**src/rtl/pd_result_ddr_reader_if.sv**
```systemverilog
// Bus bundle for pd_result_ddr_reader: DDR word-read channel plus downstream box handshake.
interface pd_result_ddr_reader_if;
   logic [31:0] DDR_READ_ADDR;
   logic        DDR_READ_REQ;
   logic        DDR_READ_READY;
   logic [31:0] DDR_READ_DATA;
   logic        box_valid;
   logic        box_ready;
   logic [11:0] box_x;
   logic [11:0] box_y;
   logic [11:0] box_w;
   logic [11:0] box_h;
   logic [9:0]  box_grade;
   logic [2:0]  box_scale;

   modport master (
      output DDR_READ_ADDR, DDR_READ_REQ,
      input  DDR_READ_READY, DDR_READ_DATA,
      output box_valid, box_x, box_y, box_w, box_h, box_grade, box_scale,
      input  box_ready
   );

   modport slave (
      input  DDR_READ_ADDR, DDR_READ_REQ,
      output DDR_READ_READY, DDR_READ_DATA,
      input  box_valid, box_x, box_y, box_w, box_h, box_grade, box_scale,
      output box_ready
   );
endinterface

```
**src/rtl/pd_result_ddr_reader.sv**
```systemverilog
// Walks a detection list in DDR and emits full-resolution boxes one at a time.
// Optional build macro PD_READER_GRADE_FILTER_EN drops boxes below grade_threshold.
module pd_result_ddr_reader #(
   parameter logic [31:0] BASE_ADDR   = 32'h0900_0000,
   parameter int unsigned MAX_ENTRIES = 255,
   parameter int unsigned WINDOW_W    = 70,
   parameter int unsigned WINDOW_H    = 150
) (
   input  logic                   sys_clk,
   input  logic                   sys_rst,
   input  logic                   start,
   input  logic [9:0]             grade_threshold,
   pd_result_ddr_reader_if.master bus,
   output logic                   busy,
   output logic                   done,
   output logic [7:0]             box_count,
   output logic [7:0]             err_count
);

   localparam logic [31:0] START_ADDR = BASE_ADDR + 32'd1;
   localparam logic [15:0] MAX_RD     = 16'(MAX_ENTRIES);
   localparam logic [11:0] WIN_W      = 12'(WINDOW_W);
   localparam logic [11:0] WIN_H      = 12'(WINDOW_H);

   typedef enum logic [2:0] {IDLE, REQ, WAIT, EMIT, FIN} state_t;

   state_t      state, state_n;
   logic [31:0] rd_addr;
   logic [15:0] rd_cnt;
   logic [7:0]  box_cnt_r, err_cnt_r;
   logic [11:0] x_r, y_r, w_r, h_r;
   logic [9:0]  g_r;
   logic [2:0]  s_r;

   logic [31:0] word;
   logic [1:0]  tag;
   logic [9:0]  grade, hcnt, vcnt;
   logic [1:0]  sh;
   logic        word_zero, word_err, grade_pass, rd_last_now;

   logic        clr, ld_box, adv_addr, inc_rd, inc_box;
   logic [1:0]  err_add;
   logic [8:0]  err_sum;

   assign word      = bus.DDR_READ_DATA;
   assign tag       = word[31:30];
   assign grade     = word[29:20];
   assign hcnt      = word[19:10];
   assign vcnt      = word[9:0];
   assign word_zero = (word == '0);
   assign word_err  = (tag == 2'b00) && !word_zero;

   // Scales are powers of two, so products reduce to shifts.
   always_comb begin
      sh = 2'd0;
      unique case (tag)
         2'b11:   sh = 2'd2;
         2'b10:   sh = 2'd1;
         default: sh = 2'd0;
      endcase
   end

`ifdef PD_READER_GRADE_FILTER_EN
   assign grade_pass = (grade >= grade_threshold);
`else
   logic unused_threshold;
   assign unused_threshold = ^grade_threshold;
   assign grade_pass       = 1'b1;
`endif

   // Word just returned would be the last one the list is allowed to hold.
   assign rd_last_now = ((rd_cnt + 16'd1) >= MAX_RD);

   always_ff @(posedge sys_clk or posedge sys_rst) begin
      if (sys_rst) state <= IDLE;
      else         state <= state_n;
   end

   always_comb begin
      state_n  = state;
      clr      = 1'b0;
      ld_box   = 1'b0;
      adv_addr = 1'b0;
      inc_rd   = 1'b0;
      inc_box  = 1'b0;
      err_add  = 2'd0;
      unique case (state)
         IDLE: begin
            if (start) begin
               state_n = REQ;
               clr     = 1'b1;
            end
         end
         REQ, WAIT: begin
            state_n = WAIT;
            if (bus.DDR_READ_READY) begin
               inc_rd = 1'b1;
               if (word_zero) begin
                  state_n = FIN;
               end else if (!word_err && grade_pass) begin
                  ld_box  = 1'b1;
                  state_n = EMIT;
               end else begin
                  // Skipped word: may also be the one that exhausts the list.
                  err_add = {1'b0, word_err};
                  if (rd_last_now) begin
                     state_n = FIN;
                     err_add = err_add + 2'd1;
                  end else begin
                     state_n  = REQ;
                     adv_addr = 1'b1;
                  end
               end
            end
         end
         EMIT: begin
            if (bus.box_ready) begin
               inc_box = 1'b1;
               if (rd_cnt >= MAX_RD) begin
                  state_n = FIN;
                  err_add = 2'd1;
               end else begin
                  state_n  = REQ;
                  adv_addr = 1'b1;
               end
            end
         end
         FIN:     state_n = IDLE;
         default: state_n = IDLE;
      endcase
   end

   assign err_sum = {1'b0, err_cnt_r} + {7'd0, err_add};

   always_ff @(posedge sys_clk or posedge sys_rst) begin
      if (sys_rst) begin
         rd_addr   <= START_ADDR;
         rd_cnt    <= '0;
         box_cnt_r <= '0;
         err_cnt_r <= '0;
      end else begin
         if (clr) begin
            rd_addr   <= START_ADDR;
            rd_cnt    <= '0;
            box_cnt_r <= '0;
            err_cnt_r <= '0;
         end else begin
            if (adv_addr) rd_addr <= rd_addr + 32'd1;
            if (inc_rd)   rd_cnt  <= rd_cnt + 16'd1;
            if (inc_box && (box_cnt_r != 8'hFF)) box_cnt_r <= box_cnt_r + 8'd1;
            err_cnt_r <= err_sum[8] ? 8'hFF : err_sum[7:0];
         end
      end
   end

   always_ff @(posedge sys_clk or posedge sys_rst) begin
      if (sys_rst) begin
         x_r <= '0;
         y_r <= '0;
         w_r <= '0;
         h_r <= '0;
         g_r <= '0;
         s_r <= '0;
      end else if (ld_box) begin
         x_r <= {2'b00, hcnt} << sh;
         y_r <= {2'b00, vcnt} << sh;
         w_r <= WIN_W << sh;
         h_r <= WIN_H << sh;
         g_r <= grade;
         s_r <= 3'd1 << sh;
      end
   end

   assign bus.DDR_READ_ADDR = rd_addr;
   assign bus.DDR_READ_REQ  = (state == REQ) || (state == WAIT);
   assign bus.box_valid     = (state == EMIT);
   assign bus.box_x         = x_r;
   assign bus.box_y         = y_r;
   assign bus.box_w         = w_r;
   assign bus.box_h         = h_r;
   assign bus.box_grade     = g_r;
   assign bus.box_scale     = s_r;

   assign busy      = (state == REQ) || (state == WAIT) || (state == EMIT);
   assign done      = (state == FIN);
   assign box_count = box_cnt_r;
   assign err_count = err_cnt_r;

endmodule

```
**src/flat_wrapper.sv**
```systemverilog
// flat-port wrapper written by rule: the top's interface ports become plain ports
module pd_result_ddr_reader_flat 
#(
   parameter logic [31:0] BASE_ADDR   = 32'h0900_0000,
   parameter int unsigned MAX_ENTRIES = 255,
   parameter int unsigned WINDOW_W    = 70,
   parameter int unsigned WINDOW_H    = 150
)
  (sys_clk, sys_rst, start, grade_threshold, busy, done, box_count, err_count, bus_DDR_READ_ADDR, bus_DDR_READ_REQ, bus_DDR_READ_READY, bus_DDR_READ_DATA, bus_box_valid, bus_box_x, bus_box_y, bus_box_w, bus_box_h, bus_box_grade, bus_box_scale, bus_box_ready);
  pd_result_ddr_reader_if bus_i ();
  input  logic sys_clk;
  input  logic sys_rst;
  input  logic start;
  input  logic [9:0] grade_threshold;
  output logic busy;
  output logic done;
  output logic [7:0] box_count;
  output logic [7:0] err_count;
  output wire logic [$bits(bus_i.DDR_READ_ADDR)-1:0] bus_DDR_READ_ADDR;
  output wire logic [$bits(bus_i.DDR_READ_REQ)-1:0] bus_DDR_READ_REQ;
  input wire logic [$bits(bus_i.DDR_READ_READY)-1:0] bus_DDR_READ_READY;
  input wire logic [$bits(bus_i.DDR_READ_DATA)-1:0] bus_DDR_READ_DATA;
  output wire logic [$bits(bus_i.box_valid)-1:0] bus_box_valid;
  output wire logic [$bits(bus_i.box_x)-1:0] bus_box_x;
  output wire logic [$bits(bus_i.box_y)-1:0] bus_box_y;
  output wire logic [$bits(bus_i.box_w)-1:0] bus_box_w;
  output wire logic [$bits(bus_i.box_h)-1:0] bus_box_h;
  output wire logic [$bits(bus_i.box_grade)-1:0] bus_box_grade;
  output wire logic [$bits(bus_i.box_scale)-1:0] bus_box_scale;
  input wire logic [$bits(bus_i.box_ready)-1:0] bus_box_ready;
  assign bus_DDR_READ_ADDR = bus_i.DDR_READ_ADDR;
  assign bus_DDR_READ_REQ = bus_i.DDR_READ_REQ;
  assign bus_i.DDR_READ_READY = bus_DDR_READ_READY;
  assign bus_i.DDR_READ_DATA = bus_DDR_READ_DATA;
  assign bus_box_valid = bus_i.box_valid;
  assign bus_box_x = bus_i.box_x;
  assign bus_box_y = bus_i.box_y;
  assign bus_box_w = bus_i.box_w;
  assign bus_box_h = bus_i.box_h;
  assign bus_box_grade = bus_i.box_grade;
  assign bus_box_scale = bus_i.box_scale;
  assign bus_i.box_ready = bus_box_ready;
  pd_result_ddr_reader #(.BASE_ADDR(BASE_ADDR), .MAX_ENTRIES(MAX_ENTRIES), .WINDOW_W(WINDOW_W), .WINDOW_H(WINDOW_H)) u_core (.sys_clk(sys_clk), .sys_rst(sys_rst), .start(start), .grade_threshold(grade_threshold), .bus(bus_i), .busy(busy), .done(done), .box_count(box_count), .err_count(err_count));
endmodule
```
**config.mk**
```make
export PLATFORM = sky130hd
export DESIGN_NAME = pd_result_ddr_reader_flat
export DESIGN_NICKNAME = d
export VERILOG_FILES = /design/src/rtl/pd_result_ddr_reader_if.sv /design/src/rtl/pd_result_ddr_reader.sv /design/src/flat_wrapper.sv
export SDC_FILE = /design/constraint.sdc
export NUM_CORES = 1
export LEC_CHECK = 0
export ABC_AREA = 1
export CELL_PAD_IN_SITES_DETAIL_PLACEMENT = 0
export CELL_PAD_IN_SITES_GLOBAL_PLACEMENT = 1
export CORE_UTILIZATION = 36
export DETAILED_ROUTE_END_ITERATION = 16
export PLACE_DENSITY_LB_ADDON = 0.05
export SETUP_SLACK_MARGIN = 0.5
export SLEW_MARGIN = 20
export SYNTH_ARGS = -nofsm -noshare
export SYNTH_HDL_FRONTEND = slang
export SYNTH_SLANG_ARGS = --single-unit
```
**constraint.sdc**
```tcl
create_clock -name sys_clk -period 4.75 [get_ports sys_clk]
set_input_delay 0.95 -clock sys_clk [delete_from_list [all_inputs] [get_ports sys_clk]]
set_output_delay 0.95 -clock sys_clk [all_outputs]
set_load 0.02 [all_outputs]
```
**Word-level counts from Yosys, hierarchy flattened**

Cells that the tools add are included.

- Bits in registers: 128
- Input bits: 47

- Shift operators: 5
- Muxes and demuxes: 41
- Reductions and logical operators: 13
- Add/subtract/negate cells: 5
- Eq/ne operators: 9
- $lt $le $gt $ge: 2

Operators with widths:

| cell | number |
|---|---|
| $mux 32 | 2 |
| $add 32x1->32 const B | 1 |
| $ge 16x8->1 const B | 2 |
| $logic_not 32->1 | 1 |
| $mux 16 | 2 |
| $mux 8 | 4 |
| $shl 10x2->12 | 2 |
| $mux 3 | 7 |
| $mux 1 | 17 |
| $add 16x1->16 const B | 1 |
| $shl 7x2->12 const A | 1 |
| $shl 8x2->12 const A | 1 |
| $mux 2 | 5 |
| $add 8x2->9 | 1 |
| $pmux 3 s3 | 1 |
| $add 8x1->8 const B | 1 |
| $ne 8x8->1 const B | 1 |
| $pmux 2 s2 | 2 |
| $eq 3x2->1 const B | 2 |
| $reduce_bool 2->1 | 3 |
| $eq 2x2->1 const B | 2 |
| $eq 3x1->1 const B | 1 |
| $eq 3x3->1 const B | 1 |
| $logic_not 3->1 | 1 |
| 11 further kinds | 13 |

**Depth between registers and ports, before layout**

Gate-level depths: netlist (run 1).

- Word-level depth: 12
- Depth in mapped cells: 21

**Worst setup path after synthesis (run 1)**

Ideal clock, no wire load.

- Path kind: input-to-reg
- Start point: input port bus_DDR_READ_READY
- End point: register u_core.err_cnt_r[1] (netlist: u_core.err_count[1])
- Data arrival time: 3.046 ns
- Stages on the path: 14
- Data required time: 4.672 ns
- Slack: 1.625 ns
- Setup time: 0.078 ns
- Path buffers: 0
- Cells stage by stage: inv_1 -> nor2_4 -> nand2_1 -> nor2_1 -> nand3_2 -> nand2_1 -> ha_1 -> inv_1 -> fa_1 -> nor4_1 -> nand2_1 -> nor2_1 -> inv_1 -> a21oi_1

- Cells in the longest elaborated chain, start to end: 5

RTL lines:

| element | RTL line | text |
|---|---|---|
| start: declaration | flat_wrapper.sv:21 | `input wire logic [$bits(bus_i.DDR_READ_READY)-1:0] bus_DDR_READ_READY;` |
| $mux 2 | pd_result_ddr_reader.sv:96 | `if (bus.DDR_READ_READY) begin` |
| $pmux 2 s2 | pd_result_ddr_reader.sv:87 | `unique case (state)` |
| $add 8x2->9 | pd_result_ddr_reader.sv:133 | `assign err_sum = {1'b0, err_cnt_r} + {7'd0, err_add};` |
| $mux 8 | pd_result_ddr_reader.sv:151 | `err_cnt_r <= err_sum[8] ? 8'hFF : err_sum[7:0];` |
| $mux 8 | pd_result_ddr_reader.sv:142 | `if (clr) begin` |
| end signal: assignment | pd_result_ddr_reader.sv:151 |  |
| end: declaration | pd_result_ddr_reader.sv:30 | `logic [7:0] box_cnt_r, err_cnt_r;` |

No other way between the ends.
A chain may end at the register's enable or synchronous reset.

**Final worst setup path (run 1)**

- Start point: input port bus_DDR_READ_DATA[10]
- End point: register u_core.err_cnt_r[4] (netlist: u_core.err_count[4])

- Cells in the longest elaborated chain, start to end: 12

RTL lines:

| element | RTL line | text |
|---|---|---|
| start: declaration | flat_wrapper.sv:22 | `input wire logic [$bits(bus_i.DDR_READ_DATA)-1:0] bus_DDR_READ_DATA;` |
| $logic_not 32->1 (*) | pd_result_ddr_reader.sv:50 | `assign word_zero = (word == '0);` |
| $logic_not 1->1 | pd_result_ddr_reader.sv:51 | `assign word_err = (tag == 2'b00) && !word_zero;` |
| $logic_and 1x1->1 | pd_result_ddr_reader.sv:51 |  |
| $add 1x1->2 | pd_result_ddr_reader.sv:108 | `err_add = err_add + 2'd1;` |
| $mux 2 | pd_result_ddr_reader.sv:106 | `if (rd_last_now) begin` |
| $mux 2 | pd_result_ddr_reader.sv:100 | `end else if (!word_err && grade_pass) begin` |
| $mux 2 (*) | pd_result_ddr_reader.sv:98 | `if (word_zero) begin` |
| $mux 2 (*) | pd_result_ddr_reader.sv:96 |  |
| $pmux 2 s2 (*) | pd_result_ddr_reader.sv:87 |  |
| $add 8x2->9 (*) | pd_result_ddr_reader.sv:133 |  |
| $mux 8 (*) | pd_result_ddr_reader.sv:151 |  |
| $mux 8 (*) | pd_result_ddr_reader.sv:142 |  |

Every way passes the cells marked *; elsewhere a longest branch is shown, timed or not.

==> results_tabular.tex, run 1 <==
\begin{tabular}{lr}
\hline
Metric & Value \\
\hline
\multicolumn{2}{l}{\textbf{Outcome}} \\
Run status & finished, final reports clean \\
\multicolumn{2}{l}{\textbf{Clock network}} \\
Clock tree from TritonCTS & yes \\
Clock slew at reported path FFs & 0.07 ns \\
Clk sinks & 109 \\
Worst-skew pair later-pin latency & 0.36 ns \\
Largest buffer count on any clock path & 2 \\
Setup bufs post-CTS & 0 \\
Resized Gates After CTS & 0 \\
Number of buffers created by CTS & 9 \\
Root Driver & clkbuf\_16 \\
H-tree levels & 3 \\
Quantity of hold-fixing buffers added after cts & 0 \\
\multicolumn{2}{l}{\textbf{Synth}} \\
Multiplexer share of the synthesized area & 0.471\% \\
Share of flip-flops with an asynchronous set or reset after synthesis & 100\% \\
Xor/xnor cell area share of the yosys netlist & 4.26\% \\
Largest cells by area after synthesis & dfrtp\_1, nand2\_1, nor2\_1 \\
Cell variety after synth & 41 \\
Cell type contributing the most total cell area after synthesis & dfrtp\_1 \\
Gate count of the mapped netlist & 856 \\
Average size of a mapped cell & 7.44 um2 \\
Adder-cell share of the synthesized area & 2.08\% \\
Number of enable flip-flop cells after synthesis & 0 \\
Sequential fraction of the synthesis area & 42.9\% \\
Synth warnings & 0 \\
Share of the synthesized area in compound gates (AO/OA/AOI/OAI) & 8.64\% \\
Area fraction of the dominant cell type after synthesis & 41.6\% \\
Summed instance area of the synthesized netlist & 0.00637 mm2 \\
Simple-gate share of the synthesized area & 31.8\% \\
Dominant combinational cell family by area after synthesis & simple AND/OR/NAND/NOR gates \\
\#FFs+latches synth & 109 \\
Leading register cell type out of synthesis & dfrtp\_1 \\
\multicolumn{2}{l}{\textbf{Drt}} \\
Number of iterations in the first detailed-routing pass & 5 \\
WL per Instance & 14.8 um \\
Routed wl met3 & 966 um \\
Vias/cell & 4.87 \\
Final antenna-violating net count & 0 \\
Final wirelength & 17.9 mm \\
Met1 wire length & 8.55 mm \\
Met2 routed WL & 8.15 mm \\
Iteration-0 DRC count of the detailed router & 309 \\
Highest signal layer in the routed design & met4 \\
Remaining DRCs & 0 \\
Total via count after detailed routing & 5880 \\
\multicolumn{2}{l}{\textbf{Final layout}} \\
Share of final-layout standard cells stronger than drive strength 1 & 4.89\% \\
Number of nets in the final layout & 1034 \\
Layout Area Growth over Synthesis & 28.0\% \\
Diode insertion count for antenna repair & 0 \\
\multicolumn{2}{l}{\textbf{Setup path}} \\
Worst Setup Path Type & in -> reg \\
Worst endpoint data arrival time & 4.14 ns \\
Endpoint type of the worst setup path & register \\
Data required time of the worst path & 5.02 ns \\
Type of element launching the critical path & input port \\
Crit-path max FO & 4 \\
\multicolumn{2}{l}{\textbf{Floorplanning}} \\
Die Outline Area & 0.0182 mm2 \\
Initial Util & 36.8\% \\
Std cell rows & 48 \\
Placeable core region & 0.0173 mm2 \\
Die height & 135 um \\
Ports placed on the boundary & 160 \\
Die width & 135 um \\
\multicolumn{2}{l}{\textbf{Global routing}} \\
Global-route wire length before repair & 29.0 mm \\
Total routing resource utilization after global routing & 20.5\% \\
Total gr overflow & 0 \\
Initial antenna violation count & 0 \\
Vias in the first global route & 5471 \\
Maximum number of pins on one net before global-route repair & 64 \\
\multicolumn{2}{l}{\textbf{Worst hold path}} \\
Type of the tightest min-delay check & reg -> reg \\
\multicolumn{2}{l}{\textbf{Power and ir drop}} \\
Proportion of power drawn by the clock network & 16.9\% \\
Worst vdd rail ir drop & 0.291 mV \\
Cell Int Power & 0.00241 W \\
Sequential share of power & 34.3\% \\
Share of power burned in combinational logic & 48.7\% \\
Leakage dissipation & 3.66 nW \\
NetSw & 0.00187 W \\
Net switching fraction of the power & 43.7\% \\
Power per Cell Area & 524 mW/mm2 \\
\multicolumn{2}{l}{\textbf{STA}} \\
Final period util & 81.5\% \\
Worst slew slack as a fraction of its limit & 28.7\% \\
Final hold violation count & 0 \\
Setup TNS after final layout & 0 ns \\
Slew @ Worst Pin & 1.07 ns \\
RSZ-0062 raised after global routing & false \\
Final setup fails & 0 \\
Fmax achieved & 258 MHz \\
Final max-slew violation count & 0 \\
Smallest hold slack & 0.471 ns \\
Final Skew & 0.0113 ns \\
Time the worst path needs with I/O delays and setup & 3.87 ns \\
\multicolumn{2}{l}{\textbf{Placed design}} \\
IO Port Bufs & 144 \\
Dpl hpwl & 13.0 mm \\
Weighted congestion at the end of routability-driven global placement & 0.854 \\
\multicolumn{2}{l}{\textbf{Job}} \\
Max\_cap viols & 0 \\
\hline
\end{tabular}
cell usage in the layout, fill, tap and decap left out, drive strengths merged, types with 2 or more instances in the layout:
| cell | instances |
|---|---|
| clkinv | 5 |
| nor4 | 12 |
| nand4 | 21 |
| clkbuf | 9 |
| xnor2 | 12 |
| inv | 93 |
| o21ai | 56 |
| mux2i | 3 |
| nor3 | 15 |
| conb | 5 |
| o221ai | 14 |
| ha | 9 |
| nand2 | 281 |
| xor2 | 19 |
| o22ai | 4 |
| dfrtp | 106 |
| a32o | 2 |
| buf | 4 |
| or2 | 2 |
| o211ai | 3 |
| nand3 | 44 |
| dfstp | 3 |
| nor2 | 99 |
| clkdlybuf4s50 | 144 |
| a21oi | 10 |
state kept, by name, indices dropped and copies added (netlist names):
name,cells
u_core.bus.box_y,12
u_core.rd_cnt,16
u_core.bus.box_scale,1
u_core.bus.DDR_READ_ADDR,32
u_core.box_count,8
u_core.bus.box_x,12
u_core.state,3
u_core.bus.box_h,7
u_core.bus.box_grade,10
u_core.err_count,8
power groups by stage:
stage / registers (W) / logic (W) / clock network (W)
6_report: 0.00147 / 0.00208 / 0.000724
5_1_grt: 0.00151 / 0.00231 / 0.000790
4_1_cts: 0.00147 / 0.00212 / 0.000756
3_5_place_dp: 0.00148 / 0.00211 / 0
3_3_place_gp: 0.00149 / 0.00210 / 0
2_1_floorplan: 0.00170 / 0.00111 / 0
Yosys cell counts, types with 6 or more instances:
| library cell | count |
|---|---|
| nor2_2 | 6 |
| nor2_4 | 6 |
| nand2_1 | 279 |
| nor4_1 | 12 |
| nor2_1 | 87 |
| xnor2_1 | 12 |
| clkbuf_1 | 13 |
| o21ai_0 | 51 |
| nand4_1 | 21 |
| xor2_1 | 19 |
| dfrtp_1 | 106 |
| nor3_1 | 15 |
| buf_4 | 21 |
| o221ai_1 | 14 |
| a21oi_1 | 10 |
| ha_1 | 9 |
| nand3_1 | 42 |
| inv_1 | 86 |
critical path, cell delays in order:
cell and delay [ns]:
clkdlybuf4s50_1 0.51, inv_1 0.09, nand4_1 0.10, nor2_1 0.08, nand3_1 0.09, nor2_1 0.06
nor2_1 0.23, nand3_2 0.17, nand2_1 0.10, ha_1 0.16, inv_1 0.05, fa_1 0.41
nor4_1 0.57, nand2_1 0.10, nor2_1 0.21, inv_1 0.13, a21oi_1 0.14
routing by layer:
| layer | vias to the layer above | global-route usage, % |
|---|---|---|
| li1 | 2984 | - |
| met2 | 178 | 32.4 |
| met3 | 17 | 2.97 |
| met5 | - | 0 |
| met4 | 0 | 6.87 |
| met1 | 2701 | 28.7 |
path summary, 6_finish.rpt:
| path | startpoint | end | slack, ns | depth (start not counted) |
|---|---|---|---|---|
| max | bus_DDR_READ_DATA[10] | u_core.err_count[4]$_DFF_PP0_ | 0.88 | 17 |
| min | u_core.bus.box_grade[8]$_DFFE_PP0P_ | u_core.bus.box_grade[8]$_DFFE_PP0P_ | 0.47 | 2 |
| min reg2reg | u_core.bus.box_grade[8]$_DFFE_PP0P_ | u_core.bus.box_grade[8]$_DFFE_PP0P_ | 0.47 | 2 |
| min in group asynchronous | sys_rst | u_core.bus.box_grade[4]$_DFFE_PP0P_ | 1.11 | 2 |
| max in group asynchronous | sys_rst | u_core.bus.DDR_READ_ADDR[27]$_DFFE_PP1P_ | 2.85 | 3 |
| max reg2reg | u_core.rd_cnt[1]$_DFFE_PP0P_ | u_core.err_count[4]$_DFF_PP0_ | 1.17 | 19 |
final cells by class:
type / instances / area (um2)
tap: 225 / 282
clock buffer: 9 / 225
sequential: 109 / 2730
fill: 1808 / 9140
multi-input combinational: 617 / 3040
inverter: 92 / 350
timing repair buffer: 148 / 1480
clock inverter: 7 / 48.8
per-stage QoR:
stage	util (%)	total power (W)	instances	setup WS [ns]	instance area, um2
2_1_floorplan	-	0.00281	860	0.931	6390
3_3_place_gp	45.6	0.00359	1191	0.456	7880
3_5_place_dp	45.6	0.00360	1191	0.450	7880
4_1_cts	47.2	0.00435	1207	0.843	8160
5_1_grt	47.2	0.00462	1207	0.579	8160
6_report	47.2	0.00427	1207	0.877	8160
cells by family after synthesis:
family / after synthesis
simple gates: 475
buf+inv: 134
flops: 109
compound gates: 93
xor+xnor: 31
fa+ha+maj: 10
mux: 3
other cells: 1
Note: power is estimated with default switching activity, not from simulation.
==> run 2, diff against run 1 <==
clock period = 3.8 ns   (was 4.75 ns; I/O delays follow)
==> run 2 against run 1 <==
Against the previous run:
- highest routed layer unchanged
- utilization rose by 0.85 points
- largest power group unchanged
- via count grew 1.2%
- critical path depth unchanged
==> results_tabular.tex, run 2 (synthesis gave the netlist of run 1 again) <==
\begin{tabular}{lr}
\hline
Metric & Value \\
\hline
\multicolumn{2}{l}{\textbf{Outcome}} \\
Run status & finished, final reports clean \\
\multicolumn{2}{l}{\textbf{Setup path}} \\
Worst endpoint data arrival time & 3.37 ns (-0.77 ns) \\
Crit-path max FO & 4 (unchanged) \\
Endpoint type of the worst setup path & register \\
Data required time of the worst path & 4.09 ns (-0.93 ns) \\
Type of element launching the critical path & input port \\
Worst Setup Path Type & in -> reg \\
Number of cells on the worst reg-to-reg path & 18 (-1) \\
\multicolumn{2}{l}{\textbf{STA}} \\
Final max-slew violation count & 0 (unchanged) \\
Final period util & 81.1\% \\
Setup TNS after final layout & 0 ns (unchanged) \\
Final Skew & 0.0157 ns (+0.00442 ns) \\
Final setup fails & 0 (unchanged) \\
Worst slew slack as a fraction of its limit & 48.7\% (+20 points) \\
Final hold violation count & 0 (unchanged) \\
Time the worst path needs with I/O delays and setup & 3.08 ns \\
Fmax achieved & 324 MHz \\
Slew @ Worst Pin & 0.770 ns (-0.298 ns) \\
RSZ-0062 raised after global routing & false \\
\multicolumn{2}{l}{\textbf{Floorplanning}} \\
Placeable core region & 0.0173 mm2 (unchanged) \\
Die Outline Area & 0.0182 mm2 (unchanged) \\
Std cell rows & 48 (unchanged) \\
Ports placed on the boundary & 160 (unchanged) \\
Die width & 135 um (unchanged) \\
Initial Util & 36.8\% (unchanged) \\
Die height & 135 um (unchanged) \\
\multicolumn{2}{l}{\textbf{Power and ir drop}} \\
Leakage dissipation & 3.73 nW (+2.1\%) \\
Worst vdd rail ir drop & 0.370 mV (+27\%) \\
Tot Pwr & 0.00548 W (+28\%) \\
Power per Cell Area & 660 mW/mm2 (+26\%) \\
\multicolumn{2}{l}{\textbf{Placed design}} \\
Weighted congestion at the end of routability-driven global placement & 0.817 (-4.3\%) \\
Dpl hpwl & 13.0 mm (+0.39\%) \\
IO Port Bufs & 144 (unchanged) \\
\multicolumn{2}{l}{\textbf{Global routing}} \\
Vias in the first global route & 5522 (+0.93\%) \\
Total gr overflow & 0 (unchanged) \\
Global-route wire length before repair & 29.4 mm (+1.6\%) \\
Initial antenna violation count & 0 (unchanged) \\
Total routing resource utilization after global routing & 20.7\% (+0.22 points) \\
Maximum number of pins on one net before global-route repair & 58 (-9.4\%) \\
\multicolumn{2}{l}{\textbf{Drt}} \\
Iteration-0 DRC count of the detailed router & 265 (-14\%) \\
Vias/cell & 4.88 (+0.18\%) \\
WL per Instance & 14.8 um (about the same) \\
Remaining DRCs & 0 (unchanged) \\
Total via count after detailed routing & 5949 (+1.2\%) \\
Number of iterations in the first detailed-routing pass & 5 (unchanged) \\
Final wirelength & 18.1 mm (+1.1\%) \\
Final antenna-violating net count & 0 (unchanged) \\
\multicolumn{2}{l}{\textbf{Final layout}} \\
Top library cells by usage in the layout, fill and taps aside & nand2\_1, clkdlybuf4s50\_1, dfrtp\_1 \\
Number of nets in the final layout & 1046 (+1.2\%) \\
Diode insertion count for antenna repair & 0 (unchanged) \\
Layout Area Growth over Synthesis & 30.3\% \\
Area of combinational cells with multiple inputs & 0.00308 mm2 (+1.5\%) \\
Combined flip-flop and latch cell area & 0.00273 mm2 (unchanged) \\
Leading cell type in the layout, fill and taps excluded & nand2\_1 \\
Utilization after layout & 48.0\% (+0.85 points) \\
Flip-flop count of the largest register, all copies and words added & 32 (unchanged) \\
Share of final-layout standard cells stronger than drive strength 1 & 6.24\% (+1.3 points) \\
Fill cells & 1785 (-1.3\%) \\
\multicolumn{2}{l}{\textbf{Clock network}} \\
H-tree levels & 3 (unchanged) \\
Clock tree from TritonCTS & yes \\
Clock slew at reported path FFs & 0.08 ns (about the same) \\
Largest buffer count on any clock path & 2 (unchanged) \\
Worst-skew pair later-pin latency & 0.36 ns (about the same) \\
Number of buffers created by CTS & 9 (unchanged) \\
Clk sinks & 109 (unchanged) \\
Root Driver & clkbuf\_16 \\
\multicolumn{2}{l}{\textbf{Worst hold path}} \\
Number of cells on the worst hold path & 2 (unchanged) \\
Type of the tightest min-delay check & reg -> reg \\
\multicolumn{2}{l}{\textbf{Job}} \\
Max\_cap viols & 0 (unchanged) \\
\hline
\end{tabular}
## run 2: cell count changes in the layout (fill, tap and decap cells not counted), moves of 2 or more
cell      change
buf_4        +13
clkbuf_1      +3
clkinv_2      -3
nor2_1        -2
nor2_4        +2
## run 2: worst paths after layout
check,slack (ns),end,from
max in group asynchronous,2.24,u_core.bus.DDR_READ_ADDR[31]$_DFFE_PP0P_,sys_rst
hold / removal,0.47,u_core.bus.box_grade[4]$_DFFE_PP0P_,u_core.bus.box_grade[4]$_DFFE_PP0P_
min in group asynchronous,0.63,u_core.bus.box_grade[3]$_DFFE_PP0P_,sys_rst
hold reg to reg,0.47,u_core.bus.box_grade[4]$_DFFE_PP0P_,u_core.bus.box_grade[4]$_DFFE_PP0P_
setup reg to reg,0.80,u_core.err_count[4]$_DFF_PP0_,u_core.rd_cnt[1]$_DFFE_PP0P_
setup / recovery,0.72,u_core.err_count[4]$_DFF_PP0_,bus_DDR_READ_DATA[9]
## run 2: report_power, final
| part | internal, W | switching (W) | total (W) |
|---|---|---|---|
| clock | 0.000535 | 0.000451 | 0.000986 |
| combinational | 0.00107 | 0.00158 | 0.00265 |
| sequential | 0.00153 | 0.000314 | 0.00185 |
| total | 0.00314 | 0.00234 | 0.00548 |
## run 2: stage by stage
step	hold slack, ns	setup slack (ns)	instance area [um2]	std cells
after floorplan	0.508	0.798	6390	860
after global routing	0.491	0.497	8300	1219
after global placement	0.454	0.0826	7950	1201
after detailed placement	0.459	0.0762	7950	1201
final	0.470	0.717	8300	1219
after CTS	0.476	0.547	8250	1217
## run 2: what timing repair did
item / 4_1_cts / 5_1_grt
hold buffers: 0 / 0
resized for setup: 1 / 8
pin swaps: 0 / 4
buffers inserted: 0 / 2
endpoints found under the setup margin: 4 / 8
## run 2: area by class of cell
cell class                 instances  area share, %
timing repair buffer             160           18.8
inverter                          92           4.23
clock buffer                      13           3.01
clock inverter                     3          0.573
sequential                       109           32.9
tap                              225           3.39
multi-input combinational        617           37.1
## run 2: routing by layer
layer  routed length (um)  track usage (%)
met5                    0                0
met2                 8170             32.2
met4                  300             6.74
met1                 8840             29.4
met3                  784             3.23
## run 2: worst max-delay path, cell delays in order
cell	delay [ns]
clkdlybuf4s50_1	0.52
inv_1	0.08
nand4_1	0.11
nor2_1	0.07
nand3_1	0.08
nor2_1	0.07
nor2_2	0.18
nand3_2	0.11
nand2_1	0.08
ha_1	0.15
inv_1	0.05
fa_2	0.37
nor4_4	0.29
nand2_1	0.13
nor2_4	0.11
inv_1	0.09
a21oi_1	0.12
==> run 3, diff against run 2 <==
CORE_UTILIZATION = 32   (was 36)
clock period = 2.8 ns   (was 3.8 ns; I/O delays follow)
==> run 3 against run 2 <==
Against the previous run:
- the flow now finishes with violations (setup timing)
- worst setup slack worse by 0.75 ns
- non-clock buffer count increased by 71
- final area is 11% higher
- register-to-register slack worse by 0.83 ns
- largest cell class unchanged
- largest power group unchanged
- highest routed layer unchanged
==> results_tabular.tex, run 3 (synthesis gave the netlist of run 1 again) <==
\begin{tabular}{lr}
\hline
Metric & Value \\
\hline
\multicolumn{2}{l}{\textbf{Outcome}} \\
Run status & finished, violations left \\
Violated checks & setup timing \\
\multicolumn{2}{l}{\textbf{Setup path}} \\
Buf+Inv Stages, Crit Path & 2 (-2) \\
Type of element launching the critical path & register \\
Data required time of the worst path & 3.09 ns (-1.00 ns) \\
Endpoint type of the worst setup path & register \\
Cell Chain, Critical Path & ha\_2 -> nand2\_2 -> nor2\_4 -> nand3\_2 -> nand2\_2 -> nand2\_2 -> nor2\_1 -> nand2\_1 -> nor2\_2 -> nand3\_2 -> nand2\_2 -> ha\_4 -> inv\_2 -> fa\_2 -> nor4\_4 -> nand2\_1 -> nor2\_4 -> inv\_4 -> a21oi\_2 \\
Largest delay contributor family on the critical path & simple AND/OR/NAND/NOR gates \\
Worst endpoint data arrival time & 3.12 ns (-0.25 ns) \\
Delay of the slowest critical-path stage & 0.38 ns (-0.14 ns) \\
Critical path's most frequent cell & nand2\_2 \\
Worst Setup Path Type & reg -> reg \\
Max stage delay cell, worst path & dfrtp\_1 \\
Crit-path max FO & 4 (unchanged) \\
\multicolumn{2}{l}{\textbf{Global routing}} \\
Met2 routing resource usage after global routing & 32.8\% (+0.62 points) \\
Initial antenna violation count & 0 (unchanged) \\
Global-route wire length before repair & 31.6 mm (+7.3\%) \\
Maximum number of pins on one net before global-route repair & 33 (-43\%) \\
Highest-utilization routing layer at the global route stage & met2 \\
Met1 Resource Use GR & 27.5\% (-1.9 points) \\
Total gr overflow & 0 (unchanged) \\
Global Route met3 Usage & 2.52\% (-0.71 points) \\
Total routing resource utilization after global routing & 20.1\% (-0.64 points) \\
Vias in the first global route & 5933 (+7.4\%) \\
\multicolumn{2}{l}{\textbf{STA}} \\
Final max-slew violation count & 0 (unchanged) \\
Smallest hold slack & 0.470 ns (+0.000612 ns) \\
Final Skew & 0.0111 ns (-0.00458 ns) \\
Slew @ Worst Pin & 0.741 ns (-0.0286 ns) \\
RSZ-0062 raised after global routing & true \\
Time the worst path needs with I/O delays and setup & 2.83 ns \\
Final period util & 101\% \\
Final setup fails & 4 (+4) \\
Worst path setup slack after routing & -0.0288 ns (-0.746 ns) \\
Worst slew slack as a fraction of its limit & 50.5\% (+1.8 points) \\
Final hold violation count & 0 (unchanged) \\
Fmax achieved & 354 MHz \\
\multicolumn{2}{l}{\textbf{Final layout}} \\
Share of final-layout standard cells stronger than drive strength 1 & 15.2\% (+9.0 points) \\
Layout Area Growth over Synthesis & 45.1\% \\
Top library cells by usage in the layout, fill and taps aside & nand2\_1, clkdlybuf4s50\_1, dfrtp\_1 \\
Leading cell type in the layout, fill and taps excluded & nand2\_1 \\
Diode insertion count for antenna repair & 0 (unchanged) \\
Number of nets in the final layout & 1117 (+6.8\%) \\
Utilization after layout & 47.5\% (-0.49 points) \\
Flip-flop count of the largest register, all copies and words added & 32 (unchanged) \\
Fill cells & 1958 (+9.7\%) \\
\multicolumn{2}{l}{\textbf{Floorplanning}} \\
Die height & 143 um (+6.0\%) \\
Die Outline Area & 0.0205 mm2 (+12\%) \\
Initial Util & 32.7\% (-4.1 points) \\
Die width & 143 um (+6.0\%) \\
Ports placed on the boundary & 160 (unchanged) \\
Std cell rows & 51 (+6.3\%) \\
Placeable core region & 0.0195 mm2 (+13\%) \\
\multicolumn{2}{l}{\textbf{Drt}} \\
Vias/cell & 4.65 (-4.8\%) \\
WL per Instance & 15.0 um (+0.80\%) \\
Number of iterations in the first detailed-routing pass & 4 (-1) \\
Iteration-0 DRC count of the detailed router & 264 (-0.38\%) \\
Final wirelength & 19.9 mm (+10\%) \\
Final antenna-violating net count & 0 (unchanged) \\
Total via count after detailed routing & 6181 (+3.9\%) \\
Remaining DRCs & 0 (unchanged) \\
\multicolumn{2}{l}{\textbf{Clock network}} \\
Number of buffers created by CTS & 9 (unchanged) \\
Root Driver & clkbuf\_16 \\
Quantity of hold-fixing buffers added after cts & 0 (unchanged) \\
Clock slew at reported path FFs & 0.08 ns (about the same) \\
H-tree levels & 3 (unchanged) \\
Largest buffer count on any clock path & 2 (unchanged) \\
Worst-skew pair later-pin latency & 0.36 ns (about the same) \\
Clk sinks & 109 (unchanged) \\
Clock tree from TritonCTS & yes \\
\multicolumn{2}{l}{\textbf{Power and ir drop}} \\
Worst vdd rail ir drop & 0.475 mV (+28\%) \\
Power per Cell Area & 922 mW/mm2 (+40\%) \\
Leakage dissipation & 4.23 nW (+13\%) \\
Tot Pwr & 0.00853 W (+56\%) \\
\multicolumn{2}{l}{\textbf{Placed design}} \\
Dpl hpwl & 14.5 mm (+11\%) \\
IO Port Bufs & 144 (unchanged) \\
Worst slack at placement & -0.490 ns (-0.566 ns) \\
Weighted congestion at the end of routability-driven global placement & 0.858 (+4.9\%) \\
\multicolumn{2}{l}{\textbf{Worst hold path}} \\
Type of the tightest min-delay check & reg -> reg \\
\multicolumn{2}{l}{\textbf{Job}} \\
Max\_cap viols & 0 (unchanged) \\
\hline
\end{tabular}
[run 3: cell types whose count changed in the layout (fill, tap and decap cells not counted), sizes merged]
cell,before,now
clkinv,2,3
clkbuf,13,10
dlymetal6s2s,0,3
clkdlybuf4s50,144,139
buf,16,87
inv,91,93
dlygate4sd2,0,2
[run 3: final cells by class]
cell class                 count  area, um2  area share, %
multi-input combinational    617       3190           34.5
sequential                   109       2730           29.5
timing repair buffer         231       2320           25.1
inverter                      92        359           3.88
tap                          265        332           3.58
clock buffer                  10        239           2.58
clock inverter                 6       76.3          0.825
[run 3: worst paths after layout]
path | start | endpoint | slack, ns | cells after the start
worst min register to register | u_core.bus.box_grade[4]$_DFFE_PP0P_ | u_core.bus.box_grade[4]$_DFFE_PP0P_ | 0.47 | 2
worst max register to register | u_core.rd_cnt[0]$_DFFE_PP0P_ | u_core.err_count[4]$_DFF_PP0_ | -0.03 | 19
max in group asynchronous | sys_rst | u_core.bus.DDR_READ_ADDR[19]$_DFFE_PP0P_ | 1.51 | 3
worst max-delay path | u_core.rd_cnt[0]$_DFFE_PP0P_ | u_core.err_count[4]$_DFF_PP0_ | -0.03 | 19
worst min-delay path | u_core.bus.box_grade[4]$_DFFE_PP0P_ | u_core.bus.box_grade[4]$_DFFE_PP0P_ | 0.47 | 2
min in group asynchronous | sys_rst | u_core.bus.box_grade[2]$_DFFE_PP0P_ | 0.68 | 2
[run 3: metal layers]
metal / share of wire, % / vias to the layer above
met5: 0 / -
met4: 1.4 / 0
met3: 4.5 / 15
met2: 46 / 141
met1: 48 / 2879
li1: - / 3146
[run 3: timing repair]
action | 4_1_cts | 5_1_grt
resized for setup | 41 | 18
gates cloned | 4 | 0
setup buffers | 8 | 9
pin swaps | 8 | 6
endpoints found under the hold margin | 0 | 0
setup endpoints to repair | 40 | 43
[run 3: tightest hold or removal path, delay by kind of cell (launching register included)]
kind	cells	cell delay [ns]
and+or+nand+nor	2	0.09
DFF	1	0.35
[run 3: report_power, final]
group / leakage (nW) / internal [W] / switching (W) / total (W)
clock: 0.156 / 0.000736 / 0.000651 / 0.00139
combinational: 2.64 / 0.00221 / 0.00244 / 0.00465
sequential: 1.43 / 0.00208 / 0.000409 / 0.00249
total: 4.23 / 0.00503 / 0.00350 / 0.00853
[run 3: metrics by stage]
step / std cells / TNS [ns] / area [um2]
2_1_floorplan: 860 / 0 / 6410
3_3_place_gp: 1293 / -3.15 / 8480
3_5_place_dp: 1293 / -3.84 / 8480
4_1_cts: 1321 / -0.160 / 9120
5_1_grt: 1330 / -1.81 / 9250
6_report: 1330 / -0.0548 / 9250
==> RTL edit (config.mk and constraints of run 3) <==
Encoding of `state_t`: now Gray code (3 bits for 5 states).
--- a/src/rtl/pd_result_ddr_reader.sv
+++ b/src/rtl/pd_result_ddr_reader.sv
@@ -22,7 +22,7 @@
    localparam logic [11:0] WIN_W      = 12'(WINDOW_W);
    localparam logic [11:0] WIN_H      = 12'(WINDOW_H);
 
-   typedef enum logic [2:0] {IDLE, REQ, WAIT, EMIT, FIN} state_t;
+   typedef enum logic [2:0] {IDLE = 3'b000, REQ = 3'b001, WAIT = 3'b011, EMIT = 3'b010, FIN = 3'b110} state_t;
 
    state_t      state, state_n;
    logic [31:0] rd_addr;
Formal check against the unedited RTL: no difference found for any inputs over 4 cycles, from zero or initial values and one cycle with sys_rst high; so few cycles prove little.
==> RTL edit against run 3 <==
The run still ends with setup timing left; combinational power shrank 16%; hold slack gained 0.020 ns; die area grew 1.2%; clock skew is essentially flat; non-clock buffer count grew 5; power shrank 8.6%; routed wire length grew 3.7%; cell area grew 1.2%; first-iteration DRC count grew 45%; sequential cell count is the same; worst setup slack lost 0.010 ns; synthesized area grew 1.2%; sequential share of layout area shrank 0.34 points; largest power group unchanged; highest routed layer unchanged.
==> RTL edit: results <==
[placement]
dpl.hpwl_um = 14700
gp_congestion = 0.854
place_inst = 1310
place_area_um2 = 8650
port-buffer-count = 144
dpl_worst_slack_ns = -0.507

[layout]
syn2layout_area_growth_pct = 45.1
nNetsFinal = 1135
drive_gt1_share_pct = 15.1
largest_reg_flops = 32
num-fill-cells = 2009

[pwr]
internal_power_mw = 4.60
p_leak_nw = 4.25
swShare_pct = 41.0
clock_power_mw = 1.47
irDropWorstVdd_uv = 365
comb-power_mw = 3.92

[logic_synthesis]
synth_common_cells = "nand2_1 (261), dfrtp_1 (106), nor2_1 (96)"
seq_area_frac_synth_pct = 42.3
ys.flop_type = "dfrtp_1"
synth_fa_ha_area_share_pct = 2.06
synthMuxAreaShare_pct = 0
yosysUniqueCellTypes = 37
netlist_top_cells_area = "dfrtp_1 (41%), nand2_1 (15%), nor2_1 (5.6%)"
synth.avg_cell_area_um2 = 7.36
synth-xor-area-share_pct = 4.34
synth_compound_area_share_pct = 8.92

[route]
drt_iter0_drc = 382
wl_per_cell_um = 15.3
wl_um = 20600
num_vias = 6406

[worst_setup_path]
r2r-start = "u_core.rd_cnt[0]$_DFFE_PP0P_"
max_stage_delay_ns = 0.42
crit_path_top_delay_cell = "dfrtp_1"
r2r_cells = 18
timing.rr.end = "u_core.err_count[3]$_DFF_PP0_"
cpLargestDelayFamily = "simple AND/OR/NAND/NOR gates"

[clock_network]
cts-resized-gates = 23
postCtsSetupRepairBufs = 10
htree_levels = 3

[grt]
antenna_found_initial = 0
grt_use_total_pct = 20.4
grt_pass1_wl_um = 32600
grt_pass1_vias = 6225
grt_max_degree = 40

[status]
violations = "setup timing"
status = "finished, violations left"

[sta]
whs_ns = 0.490
clock_skew_ns = 0.0115
setup_ws_ns = -0.0391
setup_viol = 5
fin_tns_setup_ns = -0.104
tightest_slew_ns = 0.649
==> RTL edit: how the worst max path moves through the flow <==
stage / cells after the start / to / slack (ns) / start
2_1_floorplan: 20 / u_core.err_count[1]$_DFF_PP0_ / -0.15 / u_core.rd_cnt[1]$_DFFE_PP0P_
3_3_place_gp: 18 / u_core.err_count[5]$_DFF_PP0_ / -0.49 / bus_DDR_READ_DATA[31]
3_5_place_dp: 16 / u_core.err_count[4]$_DFF_PP0_ / -0.51 / bus_DDR_READ_DATA[31]
4_1_cts: 19 / u_core.err_count[1]$_DFF_PP0_ / -0.06 / u_core.rd_cnt[0]$_DFFE_PP0P_
5_1_grt: 20 / u_core.err_count[0]$_DFF_PP0_ / -0.28 / u_core.rd_cnt[0]$_DFFE_PP0P_
6_report: 18 / u_core.err_count[3]$_DFF_PP0_ / -0.04 / u_core.rd_cnt[0]$_DFFE_PP0P_
==> RTL edit: worst min-delay path, delay by kind of cell, from the launching register on <==
family,cells,cell delay [ns]
AOI/OAI and AO/OA,1,0.06
DFF,1,0.35
and+or+nand+nor,1,0.05
==> RTL edit: metal layers <==
layer | vias to the layer above | part of all wire [%] | wire [µm] | track usage, %
met5 | - | 0 | 0 | 0
li1 | 3243 | - | - | -
met1 | 3045 | 48 | 9950 | 27.4
met3 | 14 | 3.4 | 701 | 3.97
met4 | 0 | 1.1 | 227 | 4.26
met2 | 104 | 47 | 9760 | 33.9
==> RTL edit: final cells by class <==
type | instances | area share, %
clock buffer | 9 | 2.41
clock inverter | 7 | 1.14
inverter | 92 | 3.73
multi-input combinational | 630 | 35.3
sequential | 109 | 29.2
tap | 265 | 3.54
timing repair buffer | 236 | 24.7
